File: src/rtl/aw_job_scheduler_pkg.sv
// Shared types and helpers for the AW job scheduler.
// State encoding, BRESP constant and width helpers.
package aw_job_scheduler_pkg;

  typedef enum logic [1:0] {
    IDLE,
    ISSUE,
    BUSY,
    DONE
  } State_t;

  localparam logic [1:0] BRESP_OKAY = 2'b00;

  function automatic int id_w(input int n);
    return (n > 1) ? $clog2(n) : 1;
  endfunction

  function automatic int cnt_w(input int m);
    return $clog2(m + 1);
  endfunction

endpackage

File: src/rtl/aw_job_scheduler_rr_arbiter.sv
// Combinational round-robin priority rotate.
// First asserted request at or after ptr wins.
module rr_arbiter
  import aw_job_scheduler_pkg::*;
#(
  parameter  int N  = 4,
  localparam int IW = id_w(N)
) (
  input  logic [N-1:0]  req,
  input  logic [IW-1:0] ptr,
  output logic [N-1:0]  gnt_onehot,
  output logic [IW-1:0] gnt_id
);

  localparam int SW = IW + 1;

  logic [SW-1:0] pos;
  logic [IW-1:0] idx;
  logic          found;

  always_comb begin
    gnt_onehot = '0;
    gnt_id     = '0;
    found      = 1'b0;
    pos        = '0;
    idx        = '0;
    for (int i = 0; i < N; i++) begin
      pos = {1'b0, ptr} + SW'(i);
      if (pos >= SW'(N)) pos = pos - SW'(N);
      idx = pos[IW-1:0];
      if (!found && req[idx]) begin
        found           = 1'b1;
        gnt_onehot[idx] = 1'b1;
        gnt_id          = idx;
      end
    end
  end

endmodule

File: src/rtl/aw_job_scheduler.sv
// Round-robin job scheduler sharing one AXI AW engine.
// Optional stats: define AW_JOB_SCHEDULER_STATS_EN.
module aw_job_scheduler
  import aw_job_scheduler_pkg::*;
#(
  parameter int NUM_REQ         = 4,
  parameter int ADDR_WIDTH      = 32,
  parameter int BTT_WIDTH       = 23,
  parameter int MAX_OUTSTANDING = 8
) (
  input  logic                          clk,
  input  logic                          rst,
  input  logic [NUM_REQ-1:0]            req_valid,
  output logic [NUM_REQ-1:0]            req_ready,
  input  logic [NUM_REQ*ADDR_WIDTH-1:0] req_addr,
  input  logic [NUM_REQ*BTT_WIDTH-1:0]  req_btt,
  output logic [NUM_REQ-1:0]            done,
  output logic [NUM_REQ-1:0]            err,
  output logic                          busy,
  output logic [$clog2(NUM_REQ)-1:0]    grant_id,
  output logic                          eng_start,
  output logic [ADDR_WIDTH-1:0]         eng_start_addr,
  output logic [BTT_WIDTH-1:0]          eng_btt,
  output logic                          eng_enable,
  input  logic                          eng_new_transaction,
  input  logic                          eng_last_transaction,
  input  logic                          bvalid,
  input  logic                          bready,
  input  logic [1:0]                    bresp
`ifdef AW_JOB_SCHEDULER_STATS_EN
  ,
  output logic [NUM_REQ*16-1:0]         job_count,
  output logic [31:0]                   beat_stall_cycles
`endif
);

  localparam int IW = id_w(NUM_REQ);
  localparam int OW = cnt_w(MAX_OUTSTANDING);

  State_t state, state_n;

  logic [IW-1:0]         ptr, gid, arb_id;
  logic [NUM_REQ-1:0]    arb_oh;
  logic [OW-1:0]         outstanding, out_n;
  logic [ADDR_WIDTH-1:0] addr_q, sel_addr;
  logic [BTT_WIDTH-1:0]  btt_q, sel_btt;
  logic                  last_seen, last_now;
  logic                  err_sticky;
  logic                  grant, b_hs, b_dec;

  rr_arbiter #(.N(NUM_REQ)) u_arb (
    .req        (req_valid),
    .ptr        (ptr),
    .gnt_onehot (arb_oh),
    .gnt_id     (arb_id)
  );

  always_comb begin
    sel_addr = '0;
    sel_btt  = '0;
    for (int i = 0; i < NUM_REQ; i++) begin
      if (arb_id == IW'(i)) begin
        sel_addr = req_addr[i*ADDR_WIDTH +: ADDR_WIDTH];
        sel_btt  = req_btt[i*BTT_WIDTH +: BTT_WIDTH];
      end
    end
  end

  assign grant    = (state == IDLE) && |req_valid && !rst;
  assign b_hs     = bvalid && bready;
  assign b_dec    = b_hs && (outstanding != '0);
  assign last_now = last_seen ||
                    (eng_new_transaction && eng_last_transaction);

  // Simultaneous AW and B leave the count unchanged
  always_comb begin
    unique case ({eng_new_transaction, b_dec})
      2'b10:   out_n = outstanding + OW'(1);
      2'b01:   out_n = outstanding - OW'(1);
      default: out_n = outstanding;
    endcase
  end

  always_comb begin
    state_n   = state;
    req_ready = '0;
    done      = '0;
    err       = '0;
    eng_start = 1'b0;
    unique case (state)
      IDLE: begin
        if (grant) begin
          req_ready = arb_oh;
          state_n   = (sel_btt == '0) ? DONE : ISSUE;
        end
      end
      ISSUE: begin
        eng_start = 1'b1;
        state_n   = BUSY;
      end
      BUSY: begin
        if (last_now && out_n == '0) state_n = DONE;
      end
      DONE: begin
        done[gid] = 1'b1;
        err[gid]  = err_sticky;
        state_n   = IDLE;
      end
      default: state_n = IDLE;
    endcase
  end

  always_ff @(posedge clk or posedge rst) begin
    if (rst) begin
      state       <= IDLE;
      ptr         <= '0;
      gid         <= '0;
      addr_q      <= '0;
      btt_q       <= '0;
      outstanding <= '0;
      last_seen   <= 1'b0;
      err_sticky  <= 1'b0;
    end else begin
      state       <= state_n;
      outstanding <= out_n;
      if (grant) begin
        gid        <= arb_id;
        addr_q     <= sel_addr;
        btt_q      <= sel_btt;
        err_sticky <= 1'b0;
        last_seen  <= 1'b0;
      end
      if (state == BUSY) begin
        last_seen <= last_now;
        if (b_hs && bresp != BRESP_OKAY) err_sticky <= 1'b1;
      end
      if (state == DONE) begin
        ptr <= (gid == IW'(NUM_REQ - 1)) ? '0 : gid + IW'(1);
      end
    end
  end

  assign busy           = (state != IDLE);
  assign grant_id       = gid;
  assign eng_start_addr = addr_q;
  assign eng_btt        = btt_q;
  assign eng_enable     = (state == BUSY) &&
                          (outstanding < OW'(MAX_OUTSTANDING));

  // A B response with nothing outstanding is a protocol error upstream
  b_underflow: assert property (
    @(posedge clk) disable iff (rst) !(b_hs && outstanding == '0)
  );

`ifdef AW_JOB_SCHEDULER_STATS_EN
  always_ff @(posedge clk or posedge rst) begin
    if (rst) begin
      job_count         <= '0;
      beat_stall_cycles <= '0;
    end else begin
      for (int i = 0; i < NUM_REQ; i++) begin
        if (done[i]) begin
          job_count[i*16 +: 16] <= job_count[i*16 +: 16] + 16'd1;
        end
      end
      if (state == BUSY && !eng_enable && beat_stall_cycles != '1) begin
        beat_stall_cycles <= beat_stall_cycles + 32'd1;
      end
    end
  end
`endif

endmodule

File: config.mk
export PLATFORM = sky130hd
export DESIGN_NAME = aw_job_scheduler
export DESIGN_NICKNAME = d
export VERILOG_FILES = /design/src/rtl/aw_job_scheduler_pkg.sv /design/src/rtl/aw_job_scheduler_rr_arbiter.sv /design/src/rtl/aw_job_scheduler.sv
export SDC_FILE = /design/constraint.sdc
export NUM_CORES = 1
export LEC_CHECK = 0
export CAP_MARGIN = 20
export CORE_AREA = 2 2 142 144
export CTS_CLUSTER_SIZE = 10
export DETAILED_ROUTE_END_ITERATION = 8
export DIE_AREA = 0 0 144 146
export HOLD_SLACK_MARGIN = 0.06
export PLACE_DENSITY = 0.75
export SLEW_MARGIN = 20
export SYNTH_ARGS = -nofsm -noshare
export SYNTH_HDL_FRONTEND = slang
export SYNTH_SLANG_ARGS = --single-unit
File: constraint.sdc
create_clock -name clk -period 3.6 [get_ports clk]
set_input_delay 0.54 -clock clk [delete_from_list [all_inputs] [get_ports clk]]
set_output_delay 0.54 -clock clk [all_outputs]
set_load 0.01 [all_outputs]
==> summary.txt, run 1 <==
status: finished clean
1st-iter DRT viols: 589
Final Hold Fails: 0
crit share post-route: 96.5%
ys flop type: dfrtp_1
Max Cap Viol: 0
WS Path Type: in2reg
per-cell routed wire length: 18.0 µm
Via Count: 6998
Highest Clock Rate: 288 MHz
Worst-Skew Late Latency: 0.34 ns
clk slew on worst S/H paths: 0.06 ns
DR pass1 iterations: 6
Req. time, crit path: 3.86 ns
final worst clock skew: 0.0109 ns
clock root buffer: clkbuf_16
Avg Vias per Cell: 5.16
Syn-to-layout area delta: 68.1%
worst vdd ir: 0.000415 V
row count: 51
initial core utilization: 29.7%
Relative slew margins: 39.3%
post-cts hold buffer count: 0
top post-synthesis cells by count: nand2_1 (245), nand3_1 (95), o21ai_0 (73)
DP HPWL: 18800 µm
IO Port Bufs: 303
die height: 146 µm
Finish-stage setup viols: 0
Synth Warn #: 0
Post-synth EDFFs: 0
Die Area: 21000 µm²
DRC violations left: 0
Slew Limit Fails: 0
H-tree depth: 3
Startpoint Class: input port
layout cell share with drive strength beyond 1: 10.2%
dpl cells: 1338
Netlist Area Pre-Place: 5740 µm²
Non-Filler Instances: 1357
Seq/Total Area, Yosys: 29.2%
pin count of the biggest net entering global routing: 100
fin crit period: 3.47 ns
CTS Buf Count: 9
total track usage: 23.1%
largest cells by area after synthesis: dfrtp_1 (29%), nand2_1 (16%), nand3_1 (8.3%)
critical path, cell by cell: clkdlybuf4s50_1 -> buf_4 -> mux2_2 -> and2_1 -> a211oi_2 -> nand2_1 -> mux2i_1 -> nor4_1 -> nand4_1 -> o21ai_1
unrepaired setup endpoints after global routing: false
I/O Pins: 304
most frequent cell after synthesis: nand2_1
initial antenna violation count: 1
post-synth net total: 1033
largest area contributor in the netlist: dfrtp_1
grt total ovfl: 0
worst-case clock buffer depth: 2
Yosys reg bits: 67
GP Congestion: 0.898
Routed Antenna Nets: 0
DIE WIDTH: 144 µm
Worst EP arrival: 3.73 ns
Synth async-reset ratio: 100%
leakage: 4.13 nW
pwr/cell area: 894 nW/µm²
worst hold-check path type: reg2reg
cell type of the slowest stage on the worst timing path: a211oi_2
slowest stage delay, CP: 0.57 ns
Critical Path End Type: flip-flop
total clock sinks: 67
vias in the first global route: 7180
Synth top area share: 29.2%
Synth Area per Inst: 7.34 µm²
final net count: 1338
total routed wirelength: 24500 µm
CTS tree: done
core box area: 19300 µm²
post-synthesis cell type count: 67
final core occ: 49.9%
first-pass GRT wire length: 38000 µm
Slew @ Worst Pin: 0.910 ns
Mapped Cells: 781
Crit Path Max Fanout: 7
-- routing by layer --
layer  up-vias  global-route usage, %  wire length, µm
li1       3387                      -                -
met1      3194                   28.3             9910
met2       363                   38.6            11500
met3        54                   5.40             2250
met4         0                   9.41              850
met5         -                      0                0
-- placed cells by master, fill, tap and decap left out, types with 7 or more instances in the layout --
cell,count
clkdlybuf4s50_1,300
nand2_1,245
nand3_1,94
o21ai_0,73
dfrtp_1,67
buf_4,53
mux2_2,20
ha_1,18
a21oi_1,16
inv_1,13
mux2i_1,13
a222oi_1,13
a21o_1,13
and3_1,9
clkbuf_16,9
nor2_1,7
and2_1,7
-- through the flow --
stage	power, W	setup slack [ns]	TNS (ns)	cell area [µm²]	hold slack (ns)
4_1_cts	0.00860	0.0424	0	9590	0.481
2_1_floorplan	0.00507	-0.0765	-0.0765	5740	0.484
5_1_grt	0.00936	0.0136	0	9640	0.498
6_report	0.00861	0.127	0	9640	0.474
3_3_place_gp	0.00759	-0.147	-0.147	9290	0.460
3_5_place_dp	0.00765	-0.0973	-0.0973	9290	0.469
-- power by group --
| part | internal, W | switching (W) |
|---|---|---|
| registers | 0.00113 | 0.000228 |
| clock network | 0.000555 | 0.000353 |
| logic | 0.00287 | 0.00348 |
-- state kept, by name, summed over array words and instances (netlist names) --
signal,count
err_sticky,1
state,2
grant_id,2
outstanding,4
last_seen,1
eng_start_addr,32
ptr,2
eng_btt,23
-- cell families after synthesis --
| logic type | count (synthesis) | share of synthesized area [%] |
|---|---|---|
| flops | 67 | 29.2 |
| compound gates | 176 | 21.2 |
| buf+inv | 80 | 6.22 |
| simple gates | 396 | 30.3 |
| mux | 38 | 7.94 |
| xor+xnor | 4 | 0.611 |
| fa+ha+maj | 20 | 4.49 |
-- final cells by class --
cell class                 count  area, µm²
antenna                        1       2.50
sequential                    67       1680
clock inverter                 4       50.0
timing repair buffer         360       3520
clock buffer                  12        246
fill                        1887       9690
tap                          265        332
inverter                      14       56.3
multi-input combinational    634       3760
-- worst paths after layout --
check	depth (start not counted)	endpoint	slack, ns	startpoint
setup / recovery	10	state[1]	0.13	req_valid[0]
hold / removal	2	eng_start_addr[15]	0.47	eng_start_addr[15]
setup reg to reg	11	state[1]	0.17	ptr[1]
hold reg to reg	2	eng_start_addr[15]	0.47	eng_start_addr[15]
max in group asynchronous	3	eng_start_addr[28]	2.06	rst
min in group asynchronous	3	err_sticky	0.93	rst
-- repair_timing --
action / in CTS / in global routing
pin swaps: 0 / 1
endpoints found under the setup margin: 4 / 4
hold endpoints to repair: 0 / 0
gates resized for setup: 1 / 5
buffers inserted: 0 / 2
-- critical path, delay by kind of cell --
family / cells / cell delay, ns
compound gates: 2 / 0.76
simple gates: 4 / 1.19
buf+inv: 2 / 0.70
mux: 2 / 0.55
Note: power is estimated with default switching activity, not from simulation.
==> run 2, diff against run 1 <==
--- a/config.mk
+++ b/config.mk
@@ -12,7 +12,6 @@
 export DIE_AREA = 0 0 144 146
 export HOLD_SLACK_MARGIN = 0.06
 export PLACE_DENSITY = 0.75
-export SLEW_MARGIN = 20
 export SYNTH_ARGS = -nofsm -noshare
 export SYNTH_HDL_FRONTEND = slang
 export SYNTH_SLANG_ARGS = --single-unit
==> results of run 2 <==
The final DEF is identical to that of run 1; final timing and power are the same.
==> run 3, diff against run 2 <==
--- a/config.mk
+++ b/config.mk
@@ -11,6 +11,7 @@
 export DETAILED_ROUTE_END_ITERATION = 8
 export DIE_AREA = 0 0 144 146
 export HOLD_SLACK_MARGIN = 0.06
+export MAX_ROUTING_LAYER = met4
 export PLACE_DENSITY = 0.75
 export SYNTH_ARGS = -nofsm -noshare
 export SYNTH_HDL_FRONTEND = slang
==> run 3 against run 2 <==
- combinational power is essentially flat
- highest routed layer unchanged
- sequential share of layout area fell by 0.088 points
- die area did not move
- worst setup slack better by 0.17 ns
- utilization is 0.29 points higher
- maximum frequency increased by 5.0%
==> summary.txt, run 3 (synthesis results as in run 1) <==
status: finished clean
Avg Vias per Cell: 5.19 (+0.71%)
critical path, cell by cell: clkdlybuf4s50_1 -> mux4_2 -> nand2b_1 -> buf_4 -> mux2_2 -> a222oi_1 -> a2bb2oi_1 -> nor4_1 -> nand4_1 -> o21ai_1
row count: 51 (unchanged)
Finish-stage setup viols: 0 (unchanged)
Startpoint Class: input port
unrepaired setup endpoints after global routing: false
Power Total: 0.00876 W (+1.6%)
crit share post-route: 91.9% (-4.6 points)
Critical Path End Type: flip-flop
layout cell share with drive strength beyond 1: 10.5% (+0.35 points)
Via Count: 7053 (+0.79%)
per-cell routed wire length: 17.9 µm (-0.81%)
vias in the first global route: 7017 (-2.3%)
CP top delay family: multiplexers
Req. time, crit path: 3.85 ns (about the same)
pin count of the biggest net entering global routing: 68 (-32%)
pwr/cell area: 903 nW/µm² (+1.0%)
met2 GRT Util: 38.5% (-0.095 points)
total routed wirelength: 24300 µm (-0.74%)
commonest non-fill, non-tap cell in the layout: clkdlybuf4s50_1
H-tree depth: 3 (unchanged)
worst vdd ir: 0.000314 V (-24%)
Total Negative Setup Slacks: 0 ns (unchanged)
I/O Pins: 304 (unchanged)
first-pass GRT wire length: 37500 µm (-1.2%)
Crit Path Max Fanout: 9 (+2)
antenna cells: 0 (-1)
CTS Buf Count: 9 (unchanged)
clock root buffer: clkbuf_16
dpl ws: -0.0765 ns (+0.0208 ns)
final net count: 1340 (+0.15%)
fin crit period: 3.31 ns (-0.165 ns)
slowest stage delay, CP: 0.56 ns (about the same)
busiest layer in global routing: met2
cell type of the slowest stage on the worst timing path: mux4_2
DP HPWL: 18800 µm (-0.12%)
M3 GR Usage: 5.26% (-0.13 points)
DR pass1 iterations: 6 (unchanged)
clk slew on worst S/H paths: 0.06 ns (about the same)
DIE WIDTH: 144 µm (unchanged)
initial antenna violation count: 0 (-1)
core box area: 19300 µm² (unchanged)
leakage: 4.21 nW (+1.9%)
Bufs and invs on worst path: 2 (unchanged)
IO Port Bufs: 303 (unchanged)
CTS tree: done
worst hold-check path type: reg2reg
Max Cap Viol: 0 (unchanged)
Syn-to-layout area delta: 69.1%
most frequent cells in the layout: clkdlybuf4s50_1 (299), nand2_1 (245), nand3_1 (94)
initial core utilization: 29.7% (unchanged)
Worst EP arrival: 3.56 ns (-0.17 ns)
worst-case clock buffer depth: 2 (unchanged)
GP Congestion: 0.881 (-1.8%)
final setup margin: 0.292 ns (+0.165 ns)
Relative slew margins: 41.1% (+1.7 points)
grt total ovfl: 0 (unchanged)
final worst clock skew: 0.00862 ns (-0.00225 ns)
Worst-Skew Late Latency: 0.34 ns (about the same)
hold slack: 0.477 ns (+0.00221 ns)
Die Area: 21000 µm² (unchanged)
total clock sinks: 67 (unchanged)
Routed Antenna Nets: 0 (unchanged)
Slew @ Worst Pin: 0.884 ns (-0.0258 ns)
1st-iter DRT viols: 567 (-3.7%)
Slew Limit Fails: 0 (unchanged)
total track usage: 23.4% (+0.32 points)
Final Hold Fails: 0 (unchanged)
Largest register FFs: 32 (unchanged)
DRC violations left: 0 (unchanged)
Highest Clock Rate: 302 MHz (+5.0%)
die height: 146 µm (unchanged)
met1 Use GR: 28.7% (+0.38 points)
WS Path Type: in2reg
post-cts hold buffer count: 0 (unchanged)
## run 3: what timing repair did
action / 4_1_cts / 5_1_grt
buffers inserted: 0 / 0
endpoints found under the setup margin: 0 / 4
gates resized for setup: 0 / 6
## run 3: final cells by class
class	instances	area [µm²]
Sequential cell	67	1680
Tap cell	265	332
Multi-Input combinational cell	634	3740
Timing Repair Buffer	362	3540
Inverter	14	56.3
Clock inverter	6	113
Clock buffer	10	239
Fill cell	1860	9640
## run 3: worst paths after layout
| path | start | to | slack, ns | cells after the start |
|---|---|---|---|---|
| setup reg to reg | ptr[0] | state[1] | 0.36 | 10 |
| max in group asynchronous | rst | ptr[0] | 2.06 | 3 |
| min in group asynchronous | rst | outstanding[1] | 0.95 | 3 |
| hold reg to reg | eng_start_addr[9] | eng_start_addr[9] | 0.48 | 2 |
| hold / removal | eng_start_addr[9] | eng_start_addr[9] | 0.48 | 2 |
| setup / recovery | req_valid[2] | state[1] | 0.29 | 10 |
## run 3: power by group
group / total (W) / switching [W] / internal [W]
Clock: 0.00104 / 0.000347 / 0.000697
Sequential: 0.00136 / 0.000236 / 0.00113
Combinational: 0.00635 / 0.00348 / 0.00287
Total: 0.00876 / 0.00406 / 0.00469
## run 3: metal layers
layer | routed length [µm] | vias up
met5 | 0 | -
met4 | 524 | 0
met1 | 9910 | 3253
met3 | 2210 | 40
met2 | 11700 | 372
li1 | - | 3388
## run 3: worst register-to-register path: cells and delay by family, from the launching register on
kind / cells / cell delay, ns
mux: 2 / 0.94
compound gates: 3 / 0.71
simple gates: 3 / 0.68
flops: 1 / 0.41
buf+inv: 2 / 0.40
## run 3: per-stage QoR
step	cells	util [%]	cell area, µm²
floorplan	781	-	5740
global placement	1342	48.3	9330
detailed placement	1342	48.3	9330
CTS	1358	50.1	9690
global route	1358	50.2	9700
finish	1358	50.2	9700
